`src/rtl/uart_tx_feeder_pkg.sv`:
```
// Shared definitions for the UART transmit feeder.
//  - fsm_state_t  : sequencing FSM encoding (IDLE / REQ / RUN)
//  - fifo_entry_t : one queued write, {word flag, 16-bit payload}
//  - DEPTH_DEF/AW_DEF : default FIFO geometry
package uart_tx_feeder_pkg;

    localparam int DEPTH_DEF = 8;
    localparam int AW_DEF    = 3;

    typedef enum logic [1:0] {
        S_IDLE = 2'd0,
        S_REQ  = 2'd1,
        S_RUN  = 2'd2
    } fsm_state_t;

    typedef struct packed {
        logic        word;
        logic [15:0] data;
    } fifo_entry_t;

endpackage

```
`src/rtl/uart_tx_feeder_if.sv`:
```
// Begin/data handshake between the feeder and the UART tx module.
//  tx_data         feeder -> tx : [15:8]=0, [7:0]=byte of the current frame
//  transmit_begin  feeder -> tx : frame request
//  transmit_active tx -> feeder : start accepted / frame in progress
//  transmit_over   tx -> feeder : frame finished (high at power-up)
interface uart_tx_feeder_if;
    logic [15:0] tx_data;
    logic        transmit_begin;
    logic        transmit_active;
    logic        transmit_over;

    modport master (
        output tx_data,
        output transmit_begin,
        input  transmit_active,
        input  transmit_over
    );

    modport slave (
        input  tx_data,
        input  transmit_begin,
        output transmit_active,
        output transmit_over
    );
endinterface

```
`src/rtl/uart_tx_fifo.sv`:
```
// Synchronous FIFO holding queued feeder writes.
//  s_tick, rst_n : clock, async active-low reset
//  push/wr_entry : write one entry (ignored when full)
//  pop/rd_entry  : rd_entry shows the head; pop advances it (ignored when empty)
//  flush         : empties the FIFO; wins over a same-tick push or pop
//  full, empty, level : occupancy status, level in 0..DEPTH
module uart_tx_fifo
    import uart_tx_feeder_pkg::*;
#(
    parameter int DEPTH = DEPTH_DEF,
    parameter int AW    = AW_DEF
) (
    input  logic        s_tick,
    input  logic        rst_n,
    input  logic        push,
    input  logic        pop,
    input  logic        flush,
    input  fifo_entry_t wr_entry,
    output fifo_entry_t rd_entry,
    output logic        full,
    output logic        empty,
    output logic [AW:0] level
);

    fifo_entry_t   mem [DEPTH];
    logic [AW-1:0] wr_ptr;
    logic [AW-1:0] rd_ptr;
    logic          do_push;
    logic          do_pop;

    assign full     = (level == (AW+1)'(DEPTH));
    assign empty    = (level == '0);
    assign do_push  = push && !full && !flush;
    assign do_pop   = pop && !empty && !flush;
    assign rd_entry = mem[rd_ptr];

    // Pointers are AW bits wide and wrap naturally because DEPTH == 2**AW.
    always_ff @(posedge s_tick or negedge rst_n) begin
        if (!rst_n) begin
            wr_ptr <= '0;
            rd_ptr <= '0;
            level  <= '0;
        end else if (flush) begin
            wr_ptr <= '0;
            rd_ptr <= '0;
            level  <= '0;
        end else begin
            if (do_push) wr_ptr <= wr_ptr + 1'b1;
            if (do_pop)  rd_ptr <= rd_ptr + 1'b1;
            level <= level + (AW+1)'(do_push) - (AW+1)'(do_pop);
        end
    end

    always_ff @(posedge s_tick) begin
        if (do_push) mem[wr_ptr] <= wr_entry;
    end

endmodule

```
`src/rtl/uart_tx_feeder.sv`:
```
// Upstream stage of the UART transmitter: buffers processor writes and
// feeds the tx module one 8-bit frame at a time. A word write becomes two
// frames, low byte first. tx_data is held stable for the whole frame.
//  s_tick, rst_n      : tx tick clock, async active-low reset
//  wr_en/wr_data/wr_word : queue a byte (wr_word=0) or a word (wr_word=1)
//  flush              : empty the queue and clear overflow; frame in flight completes
//  tx_if (master)     : begin/data handshake towards the tx module
//  full, empty, level : queue status
//  overflow           : sticky, set by a write while full, cleared by flush
//  busy               : a frame is being sequenced or the queue is non-empty
//
//  state | meaning
//  IDLE  | no frame owned; pops the next entry when the queue is non-empty
//  REQ   | transmit_begin high, waiting for tx to report transmit_active
//  RUN   | frame accepted, waiting for transmit_over
module uart_tx_feeder
    import uart_tx_feeder_pkg::*;
#(
    parameter int DEPTH = DEPTH_DEF,
    parameter int AW    = AW_DEF
) (
    input  logic              s_tick,
    input  logic              rst_n,
    input  logic              wr_en,
    input  logic [15:0]       wr_data,
    input  logic              wr_word,
    input  logic              flush,
    uart_tx_feeder_if.master  tx_if,
    output logic              full,
    output logic              empty,
    output logic [AW:0]       level,
    output logic              overflow,
    output logic              busy
);

    fsm_state_t  state;
    fsm_state_t  state_nxt;
    fifo_entry_t wr_entry;
    fifo_entry_t head;
    logic        pop;
    logic        begin_c;
    logic        busy_c;
    logic [7:0]  cur_byte;
    logic [7:0]  hi_byte;
    logic        word_pend;

    assign wr_entry = {wr_word, wr_data};

    uart_tx_fifo #(
        .DEPTH (DEPTH),
        .AW    (AW)
    ) u_fifo (
        .s_tick   (s_tick),
        .rst_n    (rst_n),
        .push     (wr_en),
        .pop      (pop),
        .flush    (flush),
        .wr_entry (wr_entry),
        .rd_entry (head),
        .full     (full),
        .empty    (empty),
        .level    (level)
    );

    always_ff @(posedge s_tick or negedge rst_n) begin
        if (!rst_n) state <= S_IDLE;
        else        state <= state_nxt;
    end

    // RUN is only entered after transmit_active, so transmit_over has already
    // dropped by then and a stale power-up transmit_over cannot end a frame.
    always_comb begin
        state_nxt = state;
        case (state)
            S_IDLE: if (!empty) state_nxt = S_REQ;
            S_REQ:  if (tx_if.transmit_active) state_nxt = S_RUN;
            S_RUN:  if (tx_if.transmit_over) state_nxt = word_pend ? S_REQ : S_IDLE;
            default: state_nxt = S_IDLE;
        endcase
    end

    // Begin is a pure state decode, so it is glitch-free and changes only on the tick edge.
    always_comb begin
        pop     = 1'b0;
        begin_c = 1'b0;
        busy_c  = 1'b0;
        if (state == S_IDLE && !empty) pop = 1'b1;
        if (state == S_REQ) begin_c = 1'b1;
        if (state != S_IDLE || !empty) busy_c = 1'b1;
    end

    assign tx_if.transmit_begin = begin_c;
    assign tx_if.tx_data        = {8'h00, cur_byte};
    assign busy                 = busy_c;

    // cur_byte only changes on leaving IDLE or RUN, never while tx owns it.
    always_ff @(posedge s_tick or negedge rst_n) begin
        if (!rst_n) begin
            cur_byte  <= '0;
            hi_byte   <= '0;
            word_pend <= 1'b0;
        end else if (pop) begin
            cur_byte  <= head.data[7:0];
            hi_byte   <= head.data[15:8];
            word_pend <= head.word;
        end else if (state == S_RUN && tx_if.transmit_over && word_pend) begin
            cur_byte  <= hi_byte;
            word_pend <= 1'b0;
        end
    end

    always_ff @(posedge s_tick or negedge rst_n) begin
        if (!rst_n)             overflow <= 1'b0;
        else if (flush)         overflow <= 1'b0;
        else if (wr_en && full) overflow <= 1'b1;
    end

endmodule
```
`src/flat_wrapper.sv`:
```
// flat-port wrapper written by rule: the top's interface ports become plain ports
module uart_tx_feeder_flat import uart_tx_feeder_pkg::*;
#(
    parameter int DEPTH = DEPTH_DEF,
    parameter int AW    = AW_DEF
)
  (s_tick, rst_n, wr_en, wr_data, wr_word, flush, full, empty, level, overflow, busy, tx_if_tx_data, tx_if_transmit_begin, tx_if_transmit_active, tx_if_transmit_over);
  uart_tx_feeder_if tx_if_i ();
  input  logic s_tick;
  input  logic rst_n;
  input  logic wr_en;
  input  logic [15:0] wr_data;
  input  logic wr_word;
  input  logic flush;
  output logic full;
  output logic empty;
  output logic [AW:0] level;
  output logic overflow;
  output logic busy;
  output wire logic [$bits(tx_if_i.tx_data)-1:0] tx_if_tx_data;
  output wire logic [$bits(tx_if_i.transmit_begin)-1:0] tx_if_transmit_begin;
  input wire logic [$bits(tx_if_i.transmit_active)-1:0] tx_if_transmit_active;
  input wire logic [$bits(tx_if_i.transmit_over)-1:0] tx_if_transmit_over;
  assign tx_if_tx_data = tx_if_i.tx_data;
  assign tx_if_transmit_begin = tx_if_i.transmit_begin;
  assign tx_if_i.transmit_active = tx_if_transmit_active;
  assign tx_if_i.transmit_over = tx_if_transmit_over;
  uart_tx_feeder #(.DEPTH(DEPTH), .AW(AW)) u_core (.s_tick(s_tick), .rst_n(rst_n), .wr_en(wr_en), .wr_data(wr_data), .wr_word(wr_word), .flush(flush), .tx_if(tx_if_i), .full(full), .empty(empty), .level(level), .overflow(overflow), .busy(busy));
endmodule
```
`config.mk`:
```
export PLATFORM = sky130hd
export DESIGN_NAME = uart_tx_feeder_flat
export DESIGN_NICKNAME = d
export VERILOG_FILES = /design/src/rtl/uart_tx_feeder_pkg.sv /design/src/rtl/uart_tx_feeder_if.sv /design/src/rtl/uart_tx_fifo.sv /design/src/rtl/uart_tx_feeder.sv /design/src/flat_wrapper.sv
export SDC_FILE = /design/constraint.sdc
export NUM_CORES = 1
export LEC_CHECK = 0
export BUFFER_PORTS_ARGS = -buffer_cell sky130_fd_sc_hd__buf_2
export CORE_UTILIZATION = 25
export DETAILED_ROUTE_END_ITERATION = 16
export PLACE_DENSITY_LB_ADDON = 0.08
export SYNTH_ARGS = -nofsm -noshare
export SYNTH_HDL_FRONTEND = slang
export SYNTH_HIERARCHICAL = 1
export SYNTH_SLANG_ARGS = --single-unit
```
`constraint.sdc`:
```
create_clock -name s_tick -period 3.5 [get_ports s_tick]
set_input_delay 0.525 -clock s_tick [delete_from_list [all_inputs] [get_ports s_tick]]
set_output_delay 0.525 -clock s_tick [all_outputs]
set_load 0.005 [all_outputs]
```
==> results_dict.tcl, run 1 <==
set metrics [dict create \
    hold_slack_ns 0.174 \
    leakagePower_uw 0.00284 \
    drt_wl_total_mm 14.8 \
    die_w_um 167 \
    p_per_area_nw_per_um2 660 \
    synth.top_cell.area_share_pct 59.9 \
    grt_pass1_vias 3392 \
    vias_per_cell 4.29 \
    clk_pin_slew_worst_paths_ns 0.08 \
    fin_ws_ns 0.876 \
    path_max_fanout 6 \
    synthCells 350 \
    tightest_slew_ns 1.11 \
    crit_start "u_core/u_fifo/level[2]" \
    synth_area_um2 6820 \
    die-area_um2 27900 \
    finalSetupTns_ns 0 \
    cts_tree "done" \
    min_path_type "input port to asynchronous set/reset pin" \
    yosysSeqAreaShare_pct 70.9 \
    cts_setup_buffers 0 \
    grt_setup_unrepaired "false" \
    drt_drc_violations_left 0 \
    ys_types 37 \
    yosysWarnings 6 \
    critPathRequiredTime_ns 3.81 \
    top_layer "met4" \
    vdd_ir_drop_max_mv 0.342 \
    r2r_slack_ns 0.88 \
    num_rows 60 \
    cts_resized 0 \
    first_iter_violations 126 \
    synth_common_cells "edfxtp_1 (136), dfrtp_1 (30), mux4_1 (29), mux2_2 (24), nand2_1 (15)" \
    met2_wirelength_mm 7.10 \
    antenna_found_initial 0 \
    ant_nets 0 \
    crit_slowest_cell "fa_1" \
    cts.sinks 166 \
    final_hold_viol_count 0 \
    r2r-start "u_core/u_fifo/level[2]" \
    ios 48 \
    wl_per_cell_um 19.4 \
    crit_path_end "u_core/u_fifo/level[1]" \
    status "completed" \
    gp_congestion 0.679 \
    cp.depth 12 \
    hold_buffers 0 \
    path_buf_inv 3 \
    yosysTopAreaCell "edfxtp_1" \
    grt_pass1_wl_mm 22.6 \
    crit_path_max_incr_delay_ns 0.41 \
    skew_ns 0.0178 \
    core_region_area_um2 26900 \
    finalSetupViolCount 0 \
    cpLargestDelayFamily "adder cells" \
    die_y_um 167 \
    final_nets 440 \
    ys_ff_latch 166 \
    end_kind "register" \
    r2r_end "u_core/u_fifo/level[1]" \
    area_growth_pct 18.2 \
    ff2ff_path_depth 12 \
    maxSlewViolCount 0 \
    grt_max_degree 31 \
    yosys-top-cells-area "edfxtp_1 (60%), mux4_1 (11%), dfrtp_1 (11%)" \
    met3RoutedLength_um 389 \
    start_util_pct 25.4 \
    vias 3268 \
    slew_headroom_pct 26.1 \
    clockBufferDepth 2 \
    portBuffers 39 \
    preCtsSetupSlack_ns 0.861 \
    firstDrtPassIters 4 \
    gr-total-overflow 0 \
    crit_chain "inv_1, ha_1, nor3b_1, buf_4, nor3_4, nor2b_1, nor2b_1, ha_1, inv_1, ha_1, fa_1, nor2b_1" \
    period_minus_slack_ns 2.62 \
    hpwl_mm 9.35 \
    worst_setup_path_start_kind "register" \
    async_flop_share_pct 18.1 \
    cts_buffers 17 \
    cts_root_buf "clkbuf_16" \
    wl_met1_mm 7.11 \
    timing.final.crit_share_pct 75.0 \
    synth_flop_cell "edfxtp_1" \
    synth_edf_count 136 \
    drive_above_1_share_pct 29.7 \
    grt_use_total_pct 11.3 \
    cp.arrival_ns 2.93 \
    critPathKind "register to register" \
    htreeDepth 4 \
    fmax_ghz 0.381 \
    synth_most_common_cell "edfxtp_1" \
    worstSkewPairLatency_ns 0.43 \
    diodes 0 \
    fillerInstances 2656 \
    maxCapViolations 0 \
    syn_area_per_cell_um2 19.5 \
]
per-layer routing:
metal	GRT usage (%)	vias to the layer above
met5	0	-
met4	3.86	0
met3	2.74	12
met2	18.0	48
met1	15.1	1708
li1	-	1500
state kept, by name, indices dropped and copies added (netlist names):
register / flops
u_core/u_fifo/level: 4
u_core/hi_byte: 8
u_core/cur_byte: 8
u_core/u_fifo/mem: 136
u_core/u_fifo/rd_ptr: 3
u_core/u_fifo/wr_ptr: 3
u_core/state: 2
u_core/word_pend: 1
u_core/overflow: 1
cell type report:
cell class | count | area, µm² | share of cell area, %
Sequential cell | 166 | 4840 | 60.0
Tap cell | 341 | 427 | 5.30
Clock buffer | 17 | 425 | 5.28
Multi-Input combinational cell | 162 | 1840 | 22.9
Timing Repair Buffer | 54 | 345 | 4.29
Clock inverter | 15 | 153 | 1.89
Inverter | 7 | 26.3 | 0.326
per-stage QoR:
step	power [µW]	cells	area, µm²	utilization, %
3_3_place_gp	3550	730	7480	27.8
3_5_place_dp	3560	730	7480	27.8
5_1_grt	5590	762	8060	30.0
2_1_floorplan	3170	357	6840	-
6_report	5310	762	8060	30.0
4_1_cts	5420	762	8060	30.0
worst min-delay path by stage:
stage | cells after the start | end | from
after CTS | 1 | u_core/u_fifo/level[1] | rst_n
after detailed placement | 1 | u_core/hi_byte[6] | u_core/hi_byte[6]
final | 1 | u_core/u_fifo/level[1] | rst_n
after global routing | 1 | u_core/u_fifo/level[1] | rst_n
after global placement | 1 | u_core/hi_byte[6] | u_core/hi_byte[6]
after floorplan | 0 | u_core/cur_byte[0] | rst_n
placed cells by master, fill, tap and decap left out, types with 7 or more instances in the layout:
cell / instances
buf_2: 39
buf_4: 12
clkbuf_16: 17
conb_1: 8
dfrtp_1: 29
edfxtp_1: 136
ha_1: 8
inv_1: 7
mux2_2: 24
mux2i_1: 9
mux4_1: 29
nand2_1: 15
nor2b_1: 8
o21ai_0: 13
worst register-to-register path, cell delays in order (launching register included):
cell and delay, ns:
dfrtp_1 0.34, inv_1 0.07, ha_1 0.19, nor3b_1 0.13, buf_4 0.16, nor3_4 0.11
nor2b_1 0.31, nor2b_1 0.20, ha_1 0.24, inv_1 0.05, ha_1 0.17, fa_1 0.41
nor2b_1 0.13
kinds of logic (layout without fill, tap and decap cells):
family	count (synthesis)	after routing	synth area share (%)
multiplexers	69	69	18.4
flip-flops	166	166	70.9
XOR/XNOR	1	1	0.129
AND/OR/NAND/NOR	54	54	4.24
buffers and inverters	29	93	2.79
other	1	8	0.0550
AO/OA/AOI/OAI	21	21	1.65
adder cells (fa/ha/maj)	9	9	1.76
report_power, final:
part,internal [µW],switching [µW],total (µW)
sequential,2330,178,2510
combinational,496,471,967
clock,955,882,1840
total,3780,1530,5310
Power figures use the tool's default switching activity.
==> run 2: changes to the inputs <==
==> constraint.sdc (replaced) <==
create_clock -name s_tick -period 2.3 [get_ports s_tick]
set_input_delay 0.345 -clock s_tick [delete_from_list [all_inputs] [get_ports s_tick]]
set_output_delay 0.345 -clock s_tick [all_outputs]
set_load 0.005 [all_outputs]
==> results_dict.tcl, run 2 (synthesized netlist as in run 1, its figures left out) <==
set metrics [dict create \
    status "finished with violations" \
    violations "negative hold slack, negative setup slack" \
    skew_ns 0.0123 \
    finalSetupTns_ns -1.67 \
    critPathRequiredTime_ns 2.43 \
    clk_pin_slew_worst_paths_ns 0.07 \
    p_clk_share_pct 34.0 \
    finalSetupViolCount 70 \
    firstDrtPassIters 4 \
    area_growth_pct 24.0 \
    period_minus_slack_ns 2.38 \
    p_int_uw 6290 \
    htreeDepth 4 \
    drt_drc_violations_left 0 \
    drive_above_1_share_pct 36.1 \
    layout_commonest_cell "edfxtp_1" \
    cp.arrival_ns 2.52 \
    leakagePower_uw 0.00298 \
    pwr-share-comb_pct 22.3 \
    timing.final.crit_share_pct 104 \
    die_w_um 167 \
    antenna_found_initial 0 \
    num_rows 60 \
    power_frac_seq_pct 43.7 \
    p_per_area_nw_per_um2 1020 \
    largest_reg_flops 136 \
    gr-total-overflow 0 \
    p_switching_uw 2300 \
    ios 48 \
    diodes 0 \
    die-area_um2 27900 \
    cts_root_buf "clkbuf_16" \
    clockBufferDepth 2 \
    vias 3422 \
    grt_max_degree 37 \
    switching_share_pct 26.8 \
    utilization_pct 31.5 \
    vias_per_cell 4.36 \
    final_hold_viol_count 10 \
    cts_tree "done" \
    min_path_type "input port to asynchronous set/reset pin" \
    core_region_area_um2 26900 \
    vdd_ir_drop_max_mv 0.390 \
    grt_use_total_pct 11.3 \
    power_uw 8590 \
    hold_buffers 0 \
    grt_pass1_wl_mm 22.5 \
    ant_nets 0 \
    path_max_fanout 8 \
    portBuffers 39 \
    worstSkewPairLatency_ns 0.42 \
    worst_setup_path_start_kind "register" \
    fin_ws_ns -0.0845 \
    wl_per_cell_um 19.3 \
    slew_headroom_pct 48.4 \
    hold_slack_ns -0.0204 \
    critPathKind "register to register" \
    final_nets 462 \
    drt_wl_total_mm 15.2 \
    start_util_pct 25.4 \
    tightest_slew_ns 0.774 \
    fmax_ghz 0.419 \
    cts.sinks 166 \
    first_iter_violations 198 \
    grt_setup_unrepaired "true" \
    gp_congestion 0.685 \
    r2r_slack_ns -0.08 \
    grt_pass1_vias 3538 \
    die_y_um 167 \
    hpwl_mm 9.26 \
    layout_common_cells "edfxtp_1 (136), buf_2 (39), dfrtp_1 (29), mux4_1 (29)" \
    end_kind "register" \
    reg_top3 "u_core/u_fifo/mem: 136 flops, u_core/cur_byte: 8 flops, u_core/hi_byte: 8 flops" \
    maxSlewViolCount 0 \
    cts_buffers 17 \
    maxCapViolations 0 \
    top_register "u_core/u_fifo/mem" \
]
## run 2: changes by cell type in the layout (fill, tap and decap cells not counted), moves of 3 or more
cell       delta
bufinv_16     +3
buf_4        +12
inv_8         -5
inv_1         -4
buf_6         +3
nor2_4        +3
ha_1          -3
nor2_2        -3
buf_12        +5
inv_2         +4
## run 2: final timing paths
| path | end | startpoint | cells past startpoint |
|---|---|---|---|
| worst max register to register | u_core/u_fifo/mem[0][8] | u_core/u_fifo/level[2] | 10 |
| worst min-delay path | u_core/u_fifo/level[2] | rst_n | 1 |
| max in group asynchronous | u_core/u_fifo/rd_ptr[1] | rst_n | 1 |
| worst min register to register | u_core/hi_byte[6] | u_core/hi_byte[6] | 1 |
| min in group s_tick | u_core/state[1] | tx_if_transmit_over | 2 |
| worst max-delay path | u_core/u_fifo/mem[0][8] | u_core/u_fifo/level[2] | 10 |
## run 2: power groups by stage
stage	combinational (µW)	sequential (µW)	clock, µW
floorplan	1170	3760	0
global placement	1800	3820	0
detailed placement	1810	3820	0
CTS	1840	3760	3000
global route	2130	3790	3130
finish	1920	3750	2920
## run 2: repair_timing
item	4_1_cts	5_1_grt
endpoints found under the setup margin	2	54
pin swaps	3	5
gates resized for setup	5	10
gates cloned	0	2
buffers inserted	1	5
## run 2: worst max-delay path, stage by stage, from the launching register on
cell	delay [ns]
dfrtp_1	0.36
inv_2	0.07
ha_2	0.17
or3b_4	0.23
inv_2	0.03
buf_4	0.14
or4_4	0.42
buf_6	0.15
nor3_4	0.19
buf_12	0.15
clkbuf_16	0.17
## run 2: per-stage QoR
step,std cells,instance area (µm²),setup slack [ns]
finish,784,8450,-0.0845
detailed placement,744,7690,-0.0624
global placement,744,7690,-0.0671
global route,784,8450,-0.168
CTS,777,8310,-0.0673
floorplan,357,6920,-0.374
## run 2: final cells by class
cell class	instances	area, µm²
flip-flops and latches	166	4840
clock buffers	17	425
fillers	2617	18400
inverters	7	26.3
clock inverters	15	176
repair buffers	76	619
multi-input cells	162	1940
well taps	341	427
## run 2: routing by layer
metal  vias to the layer above  wire [µm]  global-route usage (%)
met1                      1809       7020                    14.6
met4                         0        170                    3.62
met3                        13        378                    2.77
met5                         -          0                       0
li1                       1550          -                       -
met2                        50       7590                    18.5
